$ cat src/rtl/othello_move_engine.sv
// Othello move engine: reads a 64-square board word from the board BRAM,
// applies one move for one player (placement plus all flips), writes the
// result to a destination entry and reports legality and flip count.
module othello_move_engine #(
  parameter int MEM_SIZE = 256
) (
  input  logic                i_clk,
  input  logic                i_reset,
  input  logic                i_start,
  input  logic [3:0]          i_src_addr,
  input  logic [3:0]          i_dst_addr,
  input  logic [2:0]          i_row,
  input  logic [2:0]          i_col,
  input  logic                i_player,
  output logic                o_busy,
  output logic                o_done,
  output logic                o_legal,
  output logic [4:0]          o_flip_count,
  output logic                o_bram_we,
  output logic [3:0]          o_bram_addr,
  output logic [MEM_SIZE-1:0] o_bram_din,
  input  logic [MEM_SIZE-1:0] i_bram_dout
);

  typedef enum logic [2:0] {
    S_IDLE, S_READ, S_LOAD, S_SCAN, S_APPLY, S_WRITE, S_DONE
  } state_t;

  state_t              r_state;
  state_t              w_next;

  logic [3:0]          r_dst_addr;
  logic [2:0]          r_row;
  logic [2:0]          r_col;
  logic                r_player;
  logic [MEM_SIZE-1:0] r_board;
  logic [63:0]         r_flip;
  logic [63:0]         r_pend;
  logic [2:0]          r_dir;
  logic [2:0]          r_cur_row;
  logic [2:0]          r_cur_col;
  logic                r_legal;
  logic [4:0]          r_flip_count;
  logic [3:0]          r_bram_addr;
  logic [MEM_SIZE-1:0] r_bram_din;

  logic signed [3:0]   w_dr;
  logic signed [3:0]   w_dc;
  logic signed [3:0]   w_cand_r;
  logic signed [3:0]   w_cand_c;
  logic                w_off;
  logic [5:0]          w_cand_idx;
  logic [5:0]          w_tgt_idx;
  logic [1:0]          w_cand_code;
  logic [1:0]          w_own_code;
  logic [1:0]          w_opp_code;
  logic                w_is_opp;
  logic                w_is_own;
  logic [1:0]          w_load_code;
  logic                w_occupied;

  // Count set bits of the flip mask; at most 18 can be set in a real game.
  function automatic logic [4:0] popcount64(input logic [63:0] m);
    logic [4:0] cnt;
    cnt = 5'd0;
    for (int i = 0; i < 64; i++) cnt = cnt + {4'd0, m[i]};
    return cnt;
  endfunction

  // Overwrite target and flipped squares with the player's code, upper bits cleared.
  function automatic logic [MEM_SIZE-1:0] build_board(input logic [MEM_SIZE-1:0] b,
                                                      input logic [63:0] flip,
                                                      input logic [5:0] tgt,
                                                      input logic [1:0] code);
    logic [MEM_SIZE-1:0] nb;
    nb = b;
    for (int s = 0; s < 64; s++) begin
      if (flip[s] || (6'(s) == tgt)) nb[4*s +: 4] = {2'b00, code};
    end
    return nb;
  endfunction

  // Direction step table: 0..7 = N, NE, E, SE, S, SW, W, NW (N decreases the row).
  always_comb begin
    w_dr = 4'sd0;
    w_dc = 4'sd0;
    case (r_dir)
      3'd0: begin w_dr = -4'sd1; w_dc =  4'sd0; end
      3'd1: begin w_dr = -4'sd1; w_dc =  4'sd1; end
      3'd2: begin w_dr =  4'sd0; w_dc =  4'sd1; end
      3'd3: begin w_dr =  4'sd1; w_dc =  4'sd1; end
      3'd4: begin w_dr =  4'sd1; w_dc =  4'sd0; end
      3'd5: begin w_dr =  4'sd1; w_dc = -4'sd1; end
      3'd6: begin w_dr =  4'sd0; w_dc = -4'sd1; end
      default: begin w_dr = -4'sd1; w_dc = -4'sd1; end
    endcase
  end

  assign w_cand_r    = $signed({1'b0, r_cur_row}) + w_dr;
  assign w_cand_c    = $signed({1'b0, r_cur_col}) + w_dc;
  assign w_off       = (w_cand_r < 4'sd0) || (w_cand_r > 4'sd7) ||
                       (w_cand_c < 4'sd0) || (w_cand_c > 4'sd7);
  assign w_cand_idx  = {w_cand_r[2:0], w_cand_c[2:0]};
  assign w_tgt_idx   = {r_row, r_col};
  assign w_cand_code = r_board[{w_cand_idx, 2'b00} +: 2];
  assign w_own_code  = r_player ? 2'b10 : 2'b01;
  assign w_opp_code  = r_player ? 2'b01 : 2'b10;
  // Reserved code 11 never matches either colour, so it behaves as empty.
  assign w_is_opp    = !w_off && (w_cand_code == w_opp_code);
  assign w_is_own    = !w_off && (w_cand_code == w_own_code);
  assign w_load_code = i_bram_dout[{w_tgt_idx, 2'b00} +: 2];
  assign w_occupied  = (w_load_code == 2'b01) || (w_load_code == 2'b10);

  // State register.
  always_ff @(posedge i_clk) begin
    if (i_reset) r_state <= S_IDLE;
    else         r_state <= w_next;
  end

  // Next-state and status outputs; the write strobe is masked by reset.
  always_comb begin
    w_next    = r_state;
    o_busy    = (r_state != S_IDLE);
    o_done    = 1'b0;
    o_bram_we = 1'b0;
    case (r_state)
      S_IDLE:  if (i_start) w_next = S_READ;
      S_READ:  w_next = S_LOAD;
      S_LOAD:  w_next = w_occupied ? S_DONE : S_SCAN;
      S_SCAN:  if (!w_is_opp && (r_dir == 3'd7)) w_next = S_APPLY;
      S_APPLY: w_next = (r_flip == 64'd0) ? S_DONE : S_WRITE;
      S_WRITE: begin
        o_bram_we = !i_reset;
        w_next    = S_DONE;
      end
      S_DONE: begin
        o_done = 1'b1;
        w_next = S_IDLE;
      end
      default: w_next = S_IDLE;
    endcase
  end

  // Move datapath: request capture, board load, ray scan and result build.
  always_ff @(posedge i_clk) begin
    if (i_reset) begin
      r_dst_addr   <= 4'd0;
      r_row        <= 3'd0;
      r_col        <= 3'd0;
      r_player     <= 1'b0;
      r_board      <= '0;
      r_flip       <= 64'd0;
      r_pend       <= 64'd0;
      r_dir        <= 3'd0;
      r_cur_row    <= 3'd0;
      r_cur_col    <= 3'd0;
      r_legal      <= 1'b0;
      r_flip_count <= 5'd0;
      r_bram_addr  <= 4'd0;
      r_bram_din   <= '0;
    end else begin
      case (r_state)
        S_IDLE: begin
          if (i_start) begin
            r_dst_addr   <= i_dst_addr;
            r_row        <= i_row;
            r_col        <= i_col;
            r_player     <= i_player;
            r_bram_addr  <= i_src_addr;
            r_legal      <= 1'b0;
            r_flip_count <= 5'd0;
            r_flip       <= 64'd0;
            r_pend       <= 64'd0;
            r_dir        <= 3'd0;
          end
        end
        S_LOAD: begin
          r_board   <= i_bram_dout;
          r_cur_row <= r_row;
          r_cur_col <= r_col;
        end
        S_SCAN: begin
          if (w_is_opp) begin
            r_pend    <= r_pend | (64'd1 << w_cand_idx);
            r_cur_row <= w_cand_r[2:0];
            r_cur_col <= w_cand_c[2:0];
          end else begin
            if (w_is_own) r_flip <= r_flip | r_pend;
            r_pend    <= 64'd0;
            r_cur_row <= r_row;
            r_cur_col <= r_col;
            r_dir     <= r_dir + 3'd1;
          end
        end
        S_APPLY: begin
          if (r_flip != 64'd0) begin
            r_legal      <= 1'b1;
            r_flip_count <= popcount64(r_flip);
            r_bram_din   <= build_board(r_board, r_flip, w_tgt_idx, w_own_code);
            r_bram_addr  <= r_dst_addr;
          end
        end
        default: ;
      endcase
    end
  end

  assign o_legal      = r_legal;
  assign o_flip_count = r_flip_count;
  assign o_bram_addr  = r_bram_addr;
  assign o_bram_din   = r_bram_din;

endmodule

$ cat config.mk
export PLATFORM = sky130hd
export DESIGN_NAME = othello_move_engine
export DESIGN_NICKNAME = d
export VERILOG_FILES = /design/src/rtl/othello_move_engine.sv
export SDC_FILE = /design/constraint.sdc
export NUM_CORES = 2
export LEC_CHECK = 0
export ABC_AREA = 1
export CORE_ASPECT_RATIO = 1.5
export CORE_MARGIN = 4
export CORE_UTILIZATION = 57
export DETAILED_ROUTE_END_ITERATION = 16
export GPL_TIMING_DRIVEN = 0
export PLACE_DENSITY = 0.85
export SYNTH_ARGS = -nofsm -noshare
export SYNTH_HDL_FRONTEND = slang
export SYNTH_SLANG_ARGS = --single-unit
$ cat constraint.sdc
create_clock -name i_clk -period 15.4 [get_ports i_clk]
set_input_delay 3.85 -clock i_clk [delete_from_list [all_inputs] [get_ports i_clk]]
set_output_delay 3.85 -clock i_clk [all_outputs]
set_load 0.05 [all_outputs]
After elaboration in Yosys (flattened, before gate mapping). Cells that the tools add are included. W data, S select, Z words.

Add/sub/neg operators: 66. Shifts and indexed selects: 3. Order comparisons: 4. Muxes and demuxes: 97. Reductions and logical operators: 94. Equal/unequal tests: 85. Bitwise gates (word level): 2.

Operators with widths (number): $shiftx A256 B9 Y2 (2); $add A5 B1 Y5 (59); $mux W4 (66); $mux W64 (4); $pmux W64 S2 (2); $eq A6 B6 Y1 const A (32); $or A64 B64 Y64 (2); $eq A5 B6 Y1 const A (16); $logic_or A1 B1 Y1 (68); $logic_not A64 Y1 (1); $reduce_bool A64 Y1 (1); $shl A1 B6 Y64 const A (1); $eq A4 B6 Y1 const A (8); $eq A3 B6 Y1 const A (4); $pmux W4 S2 (3); $eq A3 B3 Y1 const B (7); $mux W3 (7); $pmux W3 S2 (3); $pmux W3 S6 (1); $eq A2 B6 Y1 const A (2); $eq A3 B2 Y1 const B (4); $mux W5 (2); $ne A2 B2 Y1 const B (5); $pmux W5 S2 (1); other kinds (27) (50).

Bits of input ports: 274. Bits in registers: 673. Logic and storage cells: 366.

Depth between registers and ports, before layout.
Depth in word-level cells: 65. Gate-level depth with buffers: 23.

Least setup slack after synthesis. No wires, ideal clock.

Path kind: input -> output. Start point: input port i_reset. End point: output port o_bram_we. Data arrival time: 5.044 ns. Data required time: 11.550 ns. Cell stages on the path: 4. Path slack: 6.506 ns. Cell sequence: clkbuf_1 -> clkbuf_1 -> clkbuf_1 -> nor2_1.

Longest elaborated chain between the ends: 2.

RTL lines: start: declaration (line 8) `input logic i_reset,`; $logic_not A1 Y1 (line 133) `o_bram_we = !i_reset;`; $mux W1 (line 126) `case (r_state)`; end: declaration (line 19) `output logic o_bram_we,`.

Every way passes these cells.

Final worst setup path. Ends and elaborated chain as after synthesis.

==> metrics.yaml <==
post_drt_wl_per_cell_um: 25.2
cp_common_cell: "clkbuf_1"
synth_most_common_cell: "nor2_1"
core_mm2: 0.0509
met1_length_um: 43300
maxSlewViolCount: 0
endpoint_kind: "primary output"
synthCells: 4017
outcome: "finished clean"
worstPathMaxFanout: 10
dp_hpwl_um: 105000
first_iter_violations: 4827
leakage_uw: 0.0147
vias: 33400
cp_data_arrival_time_ns: 6.81
wl_met2_um: 60000
syn_nets: 4372
cts_hold_buf: 0
synth-main-ff-cell: "dfxtp_1"
dieArea_mm2: 0.0554
vias_per_cell: 6.22
synth_top_area_share_pct: 45.8
ys_ff_latch: 673
grt_max_degree: 17
wl_um: 136000
stdcell_count: 5369
slowest_stage: "clkbuf_1"
track_usage_pct: 46.0
drv_cap: 0
synth-simple-area-share_pct: 25.8
core.rowCount: 101
cts-buffers-inserted: 60
worst-setup-path-type: "in2out"
synth_compound_area_share_pct: 16.1
power_density_mw_per_mm2: 157
synth_top_family_by_area: "simple AND/OR/NAND/NOR gates"
clockBufferDepth: 3
tightest_slew_ns: 1.37
hold_violations: 0
rsz0062_at_grt: "false"
antenna_found_initial: 28
synthTopCellsByCount: "724 x nor2_1, 673 x dfxtp_1, 605 x nand2_1, 417 x nand3_1, 411 x o21ai_0"
grt_pass1_vias: 31500
design_area_mm2: 0.0379
drive_gt1_share_pct: 3.49
finClkSkew_ns: 0.0307
gp_congestion: 1.06
post-route-drc-count: 0
ys_seq_area_share_pct: 45.8
grt_pass1_wl_um: 195000
relSlewSlack_pct: 8.67
syn2layout_area_growth_pct: 28.6
async_flop_share_pct: 0
clockRootBuffer: "clkbuf_16"
crit_chain: "clkbuf_1 > clkbuf_1 > clkbuf_1 > nor2_1 > clkdlybuf4s50_1"
ios: 543
cts_resized: 0
min_period_over_period_pct: 69.2
first_pass_iters: 11
dieWidth_um: 194
die_height_um: 286
ys_types: 31
final_core_util_pct: 74.3
start_kind: "primary input"
synth_edf_count: 0
hold_class: "reg2reg"
muxShareOfSynthArea_pct: 0
port_buffers: 541
dp.cells: 5227
insertion_delay_ns: 0.64
required_ns: 11.55
h-tree-depth: 2
syn_avg_cell_area_um2: 7.33
start_util_pct: 57.8
setup_viol: 0
cts_tree: "yes"
yosysTopAreaCell: "dfxtp_1"
synth_area_mm2: 0.0294
power_uw: 5940
yosys.area_share.xor_xnor_pct: 0.238
max_freq_mhz: 93.8
clkTransAtPathRegs_ns: 0.06
synth_fa_ha_area_share_pct: 4.84
min_period_ns: 10.66
overflow: 0
fin_nets: 4975
wl_met3_um: 16900
tns_ns: 0
slowest_delay_ns: 1.03
postRouteAntennaNets: 0
vdd_drop_max_v: 0.000154
placed_area_mm2: 0.0357
post_cts_buffers: 0
topRoutingLayerUsed: "met5"
yosys_warnings: 0
cts.sinks: 673
synthTopCellsByArea: "dfxtp_1 46%, nor2_1 9.2%, nand2_1 7.7%"
==> through the flow <==
step           setup WS [ns]  hold slack, ns
2_1_floorplan           6.51           0.438
3_3_place_gp            4.89           0.448
3_5_place_dp            4.84           0.455
4_1_cts                 4.84           0.465
5_1_grt                 4.75           0.480
6_report                4.74           0.464
==> routing by layer <==
| layer | vias up | global-route usage, % |
|---|---|---|
| li1 | 14600 | - |
| met1 | 15300 | 50.5 |
| met2 | 2633 | 74.2 |
| met3 | 894 | 12.9 |
| met4 | 6 | 37.8 |
| met5 | - | 0 |
==> sequential cells by signal (all words and copies together), names as in the netlist <==
| name | count |
|---|---|
| o_bram_addr | 4 |
| r_player | 1 |
| o_legal | 1 |
| r_state | 3 |
| r_cur_row | 3 |
| r_cur_col | 3 |
| r_pend | 64 |
| r_dst_addr | 4 |
| r_row | 3 |
| r_col | 3 |
| r_board | 256 |
| o_flip_count | 5 |
| o_bram_din | 256 |
| r_dir | 3 |
| r_flip | 64 |
==> worst max-delay path: cells and delay by family <==
family	cells	cell delay [ns]
buf+inv	4	2.83
simple gates	1	0.11
==> where the power goes <==
group          internal [uW]  leakage, uW  switching [uW]
Clock                    895      0.00102             713
Sequential              2030      0.00546             214
Combinational            552      0.00823            1530
Total                   3480       0.0147            2460
==> final timing paths <==
check        slack [ns]            start         endpoint  cells past startpoint
max reg2reg        9.14       r_flip[63]  o_flip_count[4]                     19
max                4.74          i_reset        o_bram_we                      5
min reg2reg        0.46  o_bram_din[115]  o_bram_din[115]                      2
min                0.46  o_bram_din[115]  o_bram_din[115]                      2
==> cell usage in the layout (no fill, tap or decap), drive strengths merged, types with 26 or more instances in the layout <==
master,instances
dfxtp,673
a21oi,312
inv,264
nand2,610
nand3,417
buf,54
nand4,49
fa,55
a211oi,65
nor2,727
clkbuf,297
clkdlybuf4s50,541
diode,30
o21ai,411
a31oi,97
ha,26
==> final cells by class <==
class / instances / area (um^2)
inverters: 266 / 998
repair buffers: 541 / 5420
clock inverters: 37 / 407
diodes: 30 / 75.1
fillers: 4122 / 13100
well taps: 669 / 837
multi-input cells: 2802 / 13800
plain buffers: 276 / 1150
flip-flops and latches: 673 / 13500
clock buffers: 75 / 1680
==> cell families (layout without fill, tap and decap cells) <==
logic type / Yosys count / count (layout)
simple gates: 1825 / 1825
xor+xnor: 8 / 8
fa+ha+maj: 81 / 81
compound gates: 888 / 888
other cells: 0 / 30
buf+inv: 542 / 1195
flops: 673 / 673
Note: power is estimated with default switching activity, not from simulation.
